[src/rtl/fifo_burst_reader_if.sv]
// fifo_burst_reader_if: control, FIFO read-side and output stream signals of the burst reader.
interface fifo_burst_reader_if #(
   parameter int WIDTH = 8,
   parameter int CW = 4
);
   logic start;
   logic [CW-1:0] count;
   logic fifo_deq;
   logic [WIDTH-1:0] fifo_data_out;
   logic fifo_empty;
   logic m_valid;
   logic m_ready;
   logic [WIDTH-1:0] m_data;
   logic busy;
   logic done;
   logic [CW-1:0] words_out;
   modport master (
      input start, count, fifo_data_out, fifo_empty, m_ready,
      output fifo_deq, m_valid, m_data, busy, done, words_out
   );
   modport slave (
      output start, count, fifo_data_out, fifo_empty, m_ready,
      input fifo_deq, m_valid, m_data, busy, done, words_out
   );
endinterface

[src/rtl/fifo_burst_reader.sv]
// fifo_burst_reader: drains a programmed number of FIFO words into a valid/ready stream
// through a 2-entry skid buffer that hides the FIFO's one-cycle read latency.
module fifo_burst_reader #(
   parameter int WIDTH = 8,
   parameter int CW = 4
) (
   input logic clk,
   input logic reset,
   fifo_burst_reader_if.master bus
);
   typedef enum logic [1:0] {IDLE, RUN, DONE} state_t;
   state_t state;
   logic [CW-1:0] remaining, total;
   logic [1:0] occ, base;
   logic inflight, pop, deq;
   logic [2:0] level;
   logic [WIDTH-1:0] b0, b1, n0, n1;
   assign pop = bus.m_valid && bus.m_ready;
   // occupancy the buffer will have once this cycle's capture and pop settle
   assign level = {1'b0, occ} + {2'b0, inflight} - {2'b0, pop};
   assign deq = state == RUN && !bus.fifo_empty && remaining != '0 && level < 3'd2;
   assign bus.fifo_deq = deq;
   assign bus.m_valid = occ != 2'd0;
   assign bus.m_data = b0;
   always_comb begin
      base = occ - {1'b0, pop};
      n0 = inflight && base == 2'd0 ? bus.fifo_data_out : pop ? b1 : b0;
      n1 = inflight && base != 2'd0 ? bus.fifo_data_out : b1;
   end
   always_ff @(posedge clk or posedge reset) begin
      if (reset) begin
         state <= IDLE;
         remaining <= '0;
         total <= '0;
         occ <= 2'd0;
         inflight <= 1'b0;
         b0 <= '0;
         b1 <= '0;
         bus.busy <= 1'b0;
         bus.done <= 1'b0;
         bus.words_out <= '0;
      end else begin
         occ <= level[1:0];
         inflight <= deq;
         b0 <= n0;
         b1 <= n1;
         if (deq) remaining <= remaining - 1'b1;
         if (pop) bus.words_out <= bus.words_out + 1'b1;
         case (state)
            IDLE: if (bus.start) begin
               remaining <= bus.count;
               total <= bus.count;
               bus.words_out <= '0;
               bus.busy <= 1'b1;
               bus.done <= bus.count == '0;
               state <= bus.count == '0 ? DONE : RUN;
            end
            RUN: if (pop && CW'(bus.words_out + 1'b1) == total) begin
               bus.done <= 1'b1;
               state <= DONE;
            end
            default: begin
               bus.busy <= 1'b0;
               bus.done <= 1'b0;
               state <= IDLE;
            end
         endcase
      end
   end
endmodule

[src/flat_wrapper.sv]
// flat-port wrapper written by rule: the top's interface ports become plain ports
module fifo_burst_reader_flat 
#(
   parameter int WIDTH = 8,
   parameter int CW = 4
)
  (clk, reset, bus_start, bus_count, bus_fifo_data_out, bus_fifo_empty, bus_m_ready, bus_fifo_deq, bus_m_valid, bus_m_data, bus_busy, bus_done, bus_words_out);
  fifo_burst_reader_if #(.WIDTH(WIDTH), .CW(CW)) bus_i ();
  input logic clk;
  input logic reset;
  input wire logic [$bits(bus_i.start)-1:0] bus_start;
  input wire logic [$bits(bus_i.count)-1:0] bus_count;
  input wire logic [$bits(bus_i.fifo_data_out)-1:0] bus_fifo_data_out;
  input wire logic [$bits(bus_i.fifo_empty)-1:0] bus_fifo_empty;
  input wire logic [$bits(bus_i.m_ready)-1:0] bus_m_ready;
  output wire logic [$bits(bus_i.fifo_deq)-1:0] bus_fifo_deq;
  output wire logic [$bits(bus_i.m_valid)-1:0] bus_m_valid;
  output wire logic [$bits(bus_i.m_data)-1:0] bus_m_data;
  output wire logic [$bits(bus_i.busy)-1:0] bus_busy;
  output wire logic [$bits(bus_i.done)-1:0] bus_done;
  output wire logic [$bits(bus_i.words_out)-1:0] bus_words_out;
  assign bus_i.start = bus_start;
  assign bus_i.count = bus_count;
  assign bus_i.fifo_data_out = bus_fifo_data_out;
  assign bus_i.fifo_empty = bus_fifo_empty;
  assign bus_i.m_ready = bus_m_ready;
  assign bus_fifo_deq = bus_i.fifo_deq;
  assign bus_m_valid = bus_i.m_valid;
  assign bus_m_data = bus_i.m_data;
  assign bus_busy = bus_i.busy;
  assign bus_done = bus_i.done;
  assign bus_words_out = bus_i.words_out;
  fifo_burst_reader #(.WIDTH(WIDTH), .CW(CW)) u_core (.clk(clk), .reset(reset), .bus(bus_i));
endmodule
[config.mk]
export PLATFORM = sky130hd
export DESIGN_NAME = fifo_burst_reader_flat
export DESIGN_NICKNAME = d
export VERILOG_FILES = /design/src/rtl/fifo_burst_reader_if.sv /design/src/rtl/fifo_burst_reader.sv /design/src/flat_wrapper.sv
export SDC_FILE = /design/constraint.sdc
export NUM_CORES = 1
export LEC_CHECK = 0
export ABC_CLOCK_PERIOD_IN_PS = 6560
export BUFFER_PORTS_ARGS = -buffer_cell sky130_fd_sc_hd__buf_2
export CAP_MARGIN = 20
export CORE_MARGIN = 2
export CORE_UTILIZATION = 57
export DETAILED_ROUTE_END_ITERATION = 6
export PLACE_DENSITY = 0.83
export SYNTH_ARGS = -nofsm -noshare
export SYNTH_HDL_FRONTEND = slang
export SYNTH_SLANG_ARGS = --single-unit
[constraint.sdc]
create_clock -name clk -period 6.56 [get_ports clk]
set_input_delay 0 -clock clk [delete_from_list [all_inputs] [get_ports clk]]
set_output_delay 0 -clock clk [all_outputs]
set_load 0.05 [all_outputs]
After elaboration in Yosys (flattened, before gate mapping)
Cells that the tools add are included.
{"block": "op_classes", "add_sub_neg": 5, "n_eq_ne": 4, "n_reduce_logical": 18, "bitwise_logic": 1, "n_mux": 17, "order_cmp": 1}
{"cell": "$mux 4", "count": 6}
{"cell": "$mux 8", "count": 2}
{"cell": "$logic_and 1x1->1", "count": 7}
{"cell": "$mux 2", "count": 3}
{"cell": "$reduce_and 2->1", "count": 3}
{"cell": "$reduce_bool 2->1", "count": 3}
{"cell": "$add 4x1->4 const B", "count": 1}
{"cell": "$eq 4x4->1", "count": 1}
{"cell": "$logic_not 2->1", "count": 2}
{"cell": "$logic_not 4->1", "count": 1}
{"cell": "$ne 2x2->1 const B", "count": 2}
{"cell": "$pmux 1 s2", "count": 2}
{"cell": "$pmux 2 s2", "count": 1}
{"cell": "$reduce_bool 4->1", "count": 1}
{"cell": "$sub 4x1->4 const B", "count": 1}
{"cell": "$add 2x1->3", "count": 1}
{"cell": "$lt 3x2->1 const B", "count": 1}
{"cell": "$mux 1", "count": 3}
{"cell": "$sub 3x1->3", "count": 1}
{"cell": "$eq 2x1->1 const B", "count": 1}
{"cell": "$sub 2x1->2", "count": 1}
{"cell": "$logic_not 1->1", "count": 1}
{"cell": "$not 1->1", "count": 1}
{"block": "word_totals", "register_bits": 35, "elab_cells": 56, "in_bits": 17, "out_inout_bits": 16}

Depth between registers and ports, before layout
Gate-level depths: netlist (run 1).
{"block": "depth", "ltp_word": 8, "mapped_depth": 11, "depth_no_buf": 11}

Worst setup path before layout (run 1)
No wires, ideal clock.
{"block": "synth_path", "kind": "register -> register", "startpoint": "register u_core.occ[1]", "endpoint": "register u_core.inflight", "period_less_slack_ps": 2875, "stages_incl_launch_ff": 11, "t_arrival_ps": 2665, "slack_ps": 3685, "n_path_buf": 0, "cell_sequence": "dfrtp_1 or2_2 nand2_1 nor2_1 or2_2 ha_1 inv_1 fa_1 and4bb_2 nand3_1 inv_1"}
{"block": "synth_between", "elab_chain_cells": 5, "elab_cells_between_ends": 6, "classes_between": "add/sub: 2; order compare: 1; reduce/logical: 3"}
{"element": "start: declaration", "line_no": "fifo_burst_reader.sv:14", "text": "logic [1:0] occ, base;"}
{"element": "start signal: assignment", "line_no": "fifo_burst_reader.sv:43", "text": "occ <= level[1:0];"}
{"element": "$reduce_bool 2->1", "line_no": "fifo_burst_reader.sv:23", "text": "assign bus.m_valid = occ != 2'd0;"}
{"element": "named net bus_m_valid", "line_no": "flat_wrapper.sv:17", "text": "output wire logic [$bits(bus_i.m_valid)-1:0] bus_m_valid;"}
{"element": "$logic_and 1x1->1", "line_no": "fifo_burst_reader.sv:18", "text": "assign pop = bus.m_valid && bus.m_ready;"}
{"element": "$sub 3x1->3", "line_no": "fifo_burst_reader.sv:20", "text": "assign level = {1'b0, occ} + {2'b0, inflight} - {2'b0, pop};"}
{"element": "$lt 3x2->1", "line_no": "fifo_burst_reader.sv:21", "text": "assign deq = state == RUN && !bus.fifo_empty && remaining != '0 && level < 3'd2;"}
{"element": "$logic_and 1x1->1", "line_no": "fifo_burst_reader.sv:21"}
{"element": "named net bus_fifo_deq", "line_no": "flat_wrapper.sv:16", "text": "output wire logic [$bits(bus_i.fifo_deq)-1:0] bus_fifo_deq;"}
{"element": "end signal: assignment", "line_no": "fifo_burst_reader.sv:44", "text": "inflight <= deq;"}
{"element": "end: declaration", "line_no": "fifo_burst_reader.sv:15", "text": "logic inflight, pop, deq;"}
The timed path passes the listed nets, and every way through them passes these cells.
A chain may end at the register's enable or synchronous reset.

Worst setup path in the final report (run 1)
{"block": "layout_path", "startpoint": "register u_core.occ[1]", "endpoint": "output bus_fifo_deq"}
{"block": "layout_between", "elab_chain_cells": 5, "elab_cells_between_ends": 6, "classes_between": "add/sub: 2; order compare: 1; reduce/logical: 3"}
{"element": "parallel branches: the longest is 2 deep, another holds $add 2x1->3"}
{"element": "$sub 3x1->3 (*)", "line_no": "fifo_burst_reader.sv:20"}
{"element": "$lt 3x2->1 (*)", "line_no": "fifo_burst_reader.sv:21"}
{"element": "$logic_and 1x1->1 (*)", "line_no": "fifo_burst_reader.sv:21"}
{"element": "end: declaration", "line_no": "flat_wrapper.sv:16"}
Mark *: on every way between the ends.

==> impl_metrics.csv, run 1 <==
group,metric,value,unit
timing,min_period,3495,ps
route,via_per_inst,5.447,
worst_setup_path,cp.depth,11,
placement,gp_congestion,0.8261,
timing,clock_skew,13.29,ps
timing,max_freq,286.1,MHz
worst_setup_path,path_cells,"or2_2 -> nand2_1 -> nor2_1 -> or2_2 -> ha_1 -> inv_1 -> fa_1 -> and4bb_2 -> nand3_1 -> inv_1 -> buf_2",
clock_network,clock_path_buffers,2,
floorplan,rows,19,
worst_setup_path,worstPathMaxFanout,14,
final_layout,instances_no_fill,226,
route,ant_nets,0,
power,power,1091,uW
min_path,min_delay_path_depth,4,
final_layout,nets,215,
status,outcome,"complete, no violations",
clock_network,cts_num_sinks,34,
yosys,syn_inst,143,
yosys,synth-seq-cells,34,
clock_network,cts_tree,"built",
clock_network,cts_max_level,2,
floorplan,io_pins,33,
floorplan,core,2686,um2
yosys,syn_avg_cell_area,10.98,um2
floorplan,dieHeight,56.49,um
power,leakage,0.001003,uW
final_layout,drive_gt1_frac,0.2821,
clock_network,insertion_delay,340,ps
global_routing,grt_pass1_wl,5.602,mm
yosys,synth_top_area_cell,"dfrtp_1",
power,powerDensity,542.4,nW/um2
timing,rsz0062_at_grt,"false",
route,wl_per_cell,15.01,um
worst_setup_path,crit_type,"reg -> out",
timing,holdWs,45.58,ps
worst_setup_path,critPathRequiredTime,6560,ps
final_layout,diodes,0,
run,cap_violations,0,
worst_setup_path,cp-end-kind,"output port",
yosys,ys_top_cells_by_area,"dfrtp_1, mux2i_1, mux2_2",
placement,place_hpwl,2.346,mm
timing,hold_violations,0,
worst_setup_path,critical-path-max-stage-delay,490,ps
global_routing,grt_max_degree,35,
route,drt-initial-drc-count,29,
yosys,yosys_warnings,0,
yosys,yosysTopAreaCellShare,0.5418,
placement,dp_cells,205,
timing,setup_viol,0,
yosys,netlist_area,1570,um2
placement,place_ws,3310,ps
timing,slew_headroom,0.5030,
yosys,synth_cell_types,29,
yosys,syn_nets,164,
global_routing,grt_usage,0.2310,
route,drt-total-wl,3.392,mm
clock_network,clk_pin_slew_worst_paths,110,ps
clock_network,ctsResizeCount,0,
clock_network,root_buffer,"clkbuf_4",
yosys,ys_seq_area_frac,0.5418,
power,ir_drop,0.4399,mV
worst_setup_path,crit_arrival,3500,ps
global_routing,antenna_found_initial,0,
timing,tns,0,ps
floorplan,initial_core_util,0.5845,
global_routing,gr-total-overflow,0,
timing,worst_slack,3065,ps
route,drt_pre_antenna_iters,4,
worst_setup_path,critPathTopFamily,"simple AND/OR/NAND/NOR gates",
timing,maxSlewViolCount,0,
worst_setup_path,crit_slowest_cell,"nand2_1",
final_layout,area_growth,28.05,%
floorplan,die_w,56.49,um
worst_setup_path,start_kind,"flip-flop",
worst_setup_path,ff2ff_path_depth,11,
final_layout,fillers,191,
timing,tightest_slew,743.9,ps
clock_network,cts_buffers,5,
min_path,hp-class,"in -> reg",
worst_setup_path,critical_path_buf_inv_count,3,
global_routing,first_global_vias,1304,
route,drc,0,
floorplan,dieArea,3191,um2
placement,io_buffers,32,
route,vias,1231,
timing,finalCritPeriodShare,0.5328,
[kinds of logic after synthesis]
group                      Yosys count  share of synthesized area
AOI/OAI and AO/OA                   19                    0.06853
muxes                               17                     0.1147
adders and majority gates            4                    0.03666
buffers and inverters               10                    0.02630
DFF                                 34                     0.5418
and+or+nand+nor                     48                     0.1506
xor gates and xnor gates            11                    0.06135
[per-stage QoR]
| stage | utilization | cell area (um2) |
|---|---|---|
| after floorplan | - | 1570 |
| after global placement | 0.6586 | 1769 |
| after detailed placement | 0.6586 | 1769 |
| after CTS | 0.7485 | 2011 |
| after global routing | 0.7485 | 2011 |
| final | 0.7485 | 2011 |
[area by class of cell]
class / count / area [um2] / area share
sequential: 34 / 850.8 / 0.4231
multi-input combinational: 99 / 678.2 / 0.3373
timing repair buffer: 47 / 305.3 / 0.1518
clock inverter: 2 / 60.06 / 0.02987
clock buffer: 6 / 51.30 / 0.02551
tap: 31 / 38.79 / 0.01929
inverter: 7 / 26.28 / 0.01307
[worst reg2reg max path: stages, from the launching register on]
cell      delay (ps)
dfrtp_1          470
or2_2            170
nand2_1          370
nor2_1           320
or2_2            160
ha_1             130
inv_1             50
fa_1             510
and4bb_2         250
nand3_1          190
or4_1            520
nand3_1           90
[cell usage after synthesis]
library cell  number
o211ai_1           2
xor2_1             6
mux2_2             8
and4bb_2           1
or3b_2             1
mux2i_1            9
o22ai_1            1
buf_4              1
inv_1              7
o21a_1             1
o21ai_0           12
o21ai_2            1
or3_1              2
nor2_1             6
nor2b_1            1
or4_1              3
or2_2              2
nand3_1            5
ha_1               3
xnor2_1            5
nor3b_1            1
nand2_1           23
clkbuf_1           2
dfrtp_1           34
nand4_1            1
fa_1               1
nand3b_1           1
a21oi_1            2
and2_1             1
[placed cells by master (no fill, tap or decap), drive strengths merged, types with 3 or more instances in the layout]
cell and n:
nor2 6, ha 3, mux2 8, inv 7, o21ai 13, xor2 6
clkbuf 6, nand2 23, mux2i 9, buf 34, dfrtp 34, nand3 5
dlygate4sd3 13, xnor2 5, or4 3
[path summary, 6_finish.rpt]
kind	slack (ps)	startpoint	to
worst min register to register	510	u_core.total[3]	u_core.total[3]
min in group asynchronous	290	reset	u_core.b1[5]
worst max-delay path	3060	u_core.occ[1]	bus_fifo_deq
worst max register to register	3280	u_core.occ[1]	u_core.remaining[3]
max in group asynchronous	5970	reset	u_core.inflight
worst min-delay path	50	bus_start	u_core.state[0]
[metal layers]
| metal | part of all wire | GRT usage | up-vias |
|---|---|---|---|
| met5 | 0 | 0 | - |
| met4 | 0.012 | 0.07823 | 0 |
| met3 | 0.049 | 0.05300 | 5 |
| met2 | 0.53 | 0.4252 | 42 |
| met1 | 0.40 | 0.2589 | 592 |
| li1 | - | - | 592 |
[sequential cells by signal (all words and copies together) (netlist names)]
name,count
u_core.inflight,1
u_core.remaining,4
u_core.occ,2
u_core.bus.m_data,8
u_core.b1,8
u_core.bus.words_out,4
u_core.total,4
u_core.state,2
u_core.bus.busy,1
[timing repair]
action / CTS / global route
buffers inserted: 0 / 0
endpoints found under the hold margin: 59 / 0
hold buffers: 13 / 0
[where the power goes]
group / switching [uW] / internal (uW)
Clock: 72.8 / 129
Combinational: 324 / 181
Sequential: 75.0 / 308
Total: 472 / 619
Note: power is estimated with default switching activity, not from simulation.
==> run 2: changes to the inputs <==
- ABC_CLOCK_PERIOD_IN_PS: 6560 -> 3000
- CORE_UTILIZATION: 57 -> 48
- PLACE_DENSITY: 0.83 -> 0.74
- clock period: 6.56 -> 3 ns (I/O delays scaled with it)
==> run 2 against run 1 <==
  * Cell count is 6.6% higher
  * Combinational power is 130% higher
  * Highest routed layer unchanged
  * Sequential share of layout area is 0.14 points higher
  * Die area is 17% higher
  * Largest cell class unchanged
==> impl_metrics.csv, run 2 (same netlist as run 1, synthesis figures left out) <==
group,metric,value,unit
timing,holdWs,22.97,ps
global_routing,antenna_found_initial,0,
global_routing,gr-usage-met3,0.08403,
route,vias,1243,
clock_network,clock_path_buffers,2,
min_path,hp-class,"in -> reg",
route,via_per_inst,5.158,
clock_network,clk_pin_slew_worst_paths,100,ps
route,ant_nets,0,
worst_setup_path,start_kind,"flip-flop",
timing,clock_skew,15.62,ps
floorplan,io_pins,33,
clock_network,insertion_delay,340,ps
floorplan,initial_core_util,0.5102,
final_layout,area_growth,27.81,%
clock_network,cts_tree,"built",
timing,hold_violations,0,
global_routing,grt_pass1_wl,5.430,mm
route,drc,0,
global_routing,grtUsageMet2,0.3283,
final_layout,layout_commonest_cell,"dfrtp_1",
floorplan,core,3078,um2
global_routing,use_met1,0.2514,
final_layout,diodes,0,
worst_setup_path,crit_slowest_cell,"fa_1",
global_routing,top_usage_layer,"met2",
worst_setup_path,critPathRequiredTime,3000,ps
placement,gp_congestion,0.7319,
route,drt-total-wl,3.273,mm
worst_setup_path,critPathTopFamily,"simple AND/OR/NAND/NOR gates",
placement,place_ws,207.3,ps
floorplan,dieArea,3745,um2
final_layout,fillers,245,
placement,dp_cells,219,
final_layout,instances_no_fill,241,
power,ir_drop,0.5851,mV
placement,place_hpwl,2.244,mm
global_routing,grt_usage,0.2062,
global_routing,first_global_vias,1266,
worst_setup_path,rrSetupSlack,290,ps
floorplan,dieHeight,61.20,um
timing,min_period,2869,ps
worst_setup_path,critical-path-max-stage-delay,450,ps
timing,max_freq,348.6,MHz
clock_network,cts_buffers,5,
route,wl_per_cell,13.58,um
global_routing,gr-total-overflow,0,
worst_setup_path,path_cells,"or2_2 -> nand2_1 -> nor2_1 -> or2_2 -> ha_1 -> inv_1 -> fa_1 -> and4bb_2 -> nand3_4 -> inv_1 -> clkbuf_4",
timing,finalCritPeriodShare,0.9562,
floorplan,rows,20,
final_layout,multi_input_area,690.7,um2
timing,tightest_slew,459.9,ps
timing,worst_slack,131.3,ps
worst_setup_path,worstPathMaxFanout,6,
timing,setup_viol,0,
final_layout,regArea,852.1,um2
clock_network,cts_max_level,2,
worst_setup_path,crit_arrival,2870,ps
clock_network,root_buffer,"clkbuf_4",
route,drt-initial-drc-count,40,
route,drt_pre_antenna_iters,4,
worst_setup_path,cp-end-kind,"output port",
status,outcome,"complete, no violations",
final_layout,nets,217,
timing,slew_headroom,0.6934,
timing,maxSlewViolCount,0,
power,powerDensity,1116,nW/um2
final_layout,most-common-layout-cells,"dfrtp_1, buf_2, nand2_1",
worst_setup_path,crit_type,"reg -> out",
power,power,2240,uW
power,leakage,0.0009887,uW
clock_network,cts_num_sinks,34,
placement,placed_area,1793,um2
final_layout,design_area,2007,um2
final_layout,drive_gt1_frac,0.2944,
worst_setup_path,critical_path_buf_inv_count,3,
placement,io_buffers,32,
run,cap_violations,0,
floorplan,die_w,61.20,um
global_routing,grt_max_degree,35,
run 2: cell count changes in the layout (fill, tap and decap cells not counted):
cell / previous run / this run
buf_4: 2 / 4
bufinv_16: 2 / 0
buf_2: 32 / 31
clkbuf_1: 0 / 1
clkbuf_4: 5 / 6
clkinv_2: 0 / 1
dfrtp_1: 34 / 33
dfrtp_2: 0 / 1
nand3_1: 5 / 4
nand3_4: 0 / 1
run 2: report_power, final:
part           total (uW)  switching [uW]  internal [uW]  leakage, uW
combinational        1160             737            420     0.000540
clock                 261             148            113    0.0000353
sequential            822             147            676     0.000414
run 2: layout make-up:
class,count,area share
Clock buffer,7,0.02743
Clock inverter,1,0.002494
Inverter,7,0.01309
Multi-Input combinational cell,99,0.3441
Sequential cell,34,0.4246
Tap cell,44,0.02743
Timing Repair Buffer,49,0.1608
run 2: worst register-to-register path, stage by stage (launching register included):
cell	delay [ps]
dfrtp_1	410
or2_2	320
nand2_1	90
nor2_1	70
or2_2	280
ha_1	180
inv_1	70
fa_1	450
and4bb_2	290
nand4_1	120
xor2_1	150
o21ai_0	120
run 2: metrics by stage:
stage               setup TNS [ps]  utilization
finish                           0       0.6520
global route                -7.343       0.6520
CTS                              0       0.6459
detailed placement               0       0.5825
global placement                 0       0.5825
floorplan                        0            -
run 2: routing by layer:
metal  up-vias  wire, um
met5         -         0
met3        10       183
met2        33      1631
met1       601      1391
li1        599         -
met4         0        66
run 2: timing repair:
item | in CTS | in global routing
endpoints found under the hold margin | 59 | 0
pin swaps | 0 | 0
setup buffers | 0 | 1
resized for setup | 1 | 3
hold buffers | 13 | 0
setup endpoints to repair | 1 | 1
cloned | 0 | 0
run 2: path summary, 6_finish.rpt:
path                                                 to  cells past startpoint       startpoint
worst max-delay path                       bus_fifo_deq                     11    u_core.occ[0]
worst min-delay path            u_core.bus.words_out[2]                      4      bus_m_ready
worst max register to register      u_core.remaining[2]                     11    u_core.occ[0]
worst min register to register          u_core.total[1]                      2  u_core.total[1]
max in group asynchronous                 u_core.occ[1]                      4            reset
min in group asynchronous          u_core.bus.m_data[6]                      4            reset
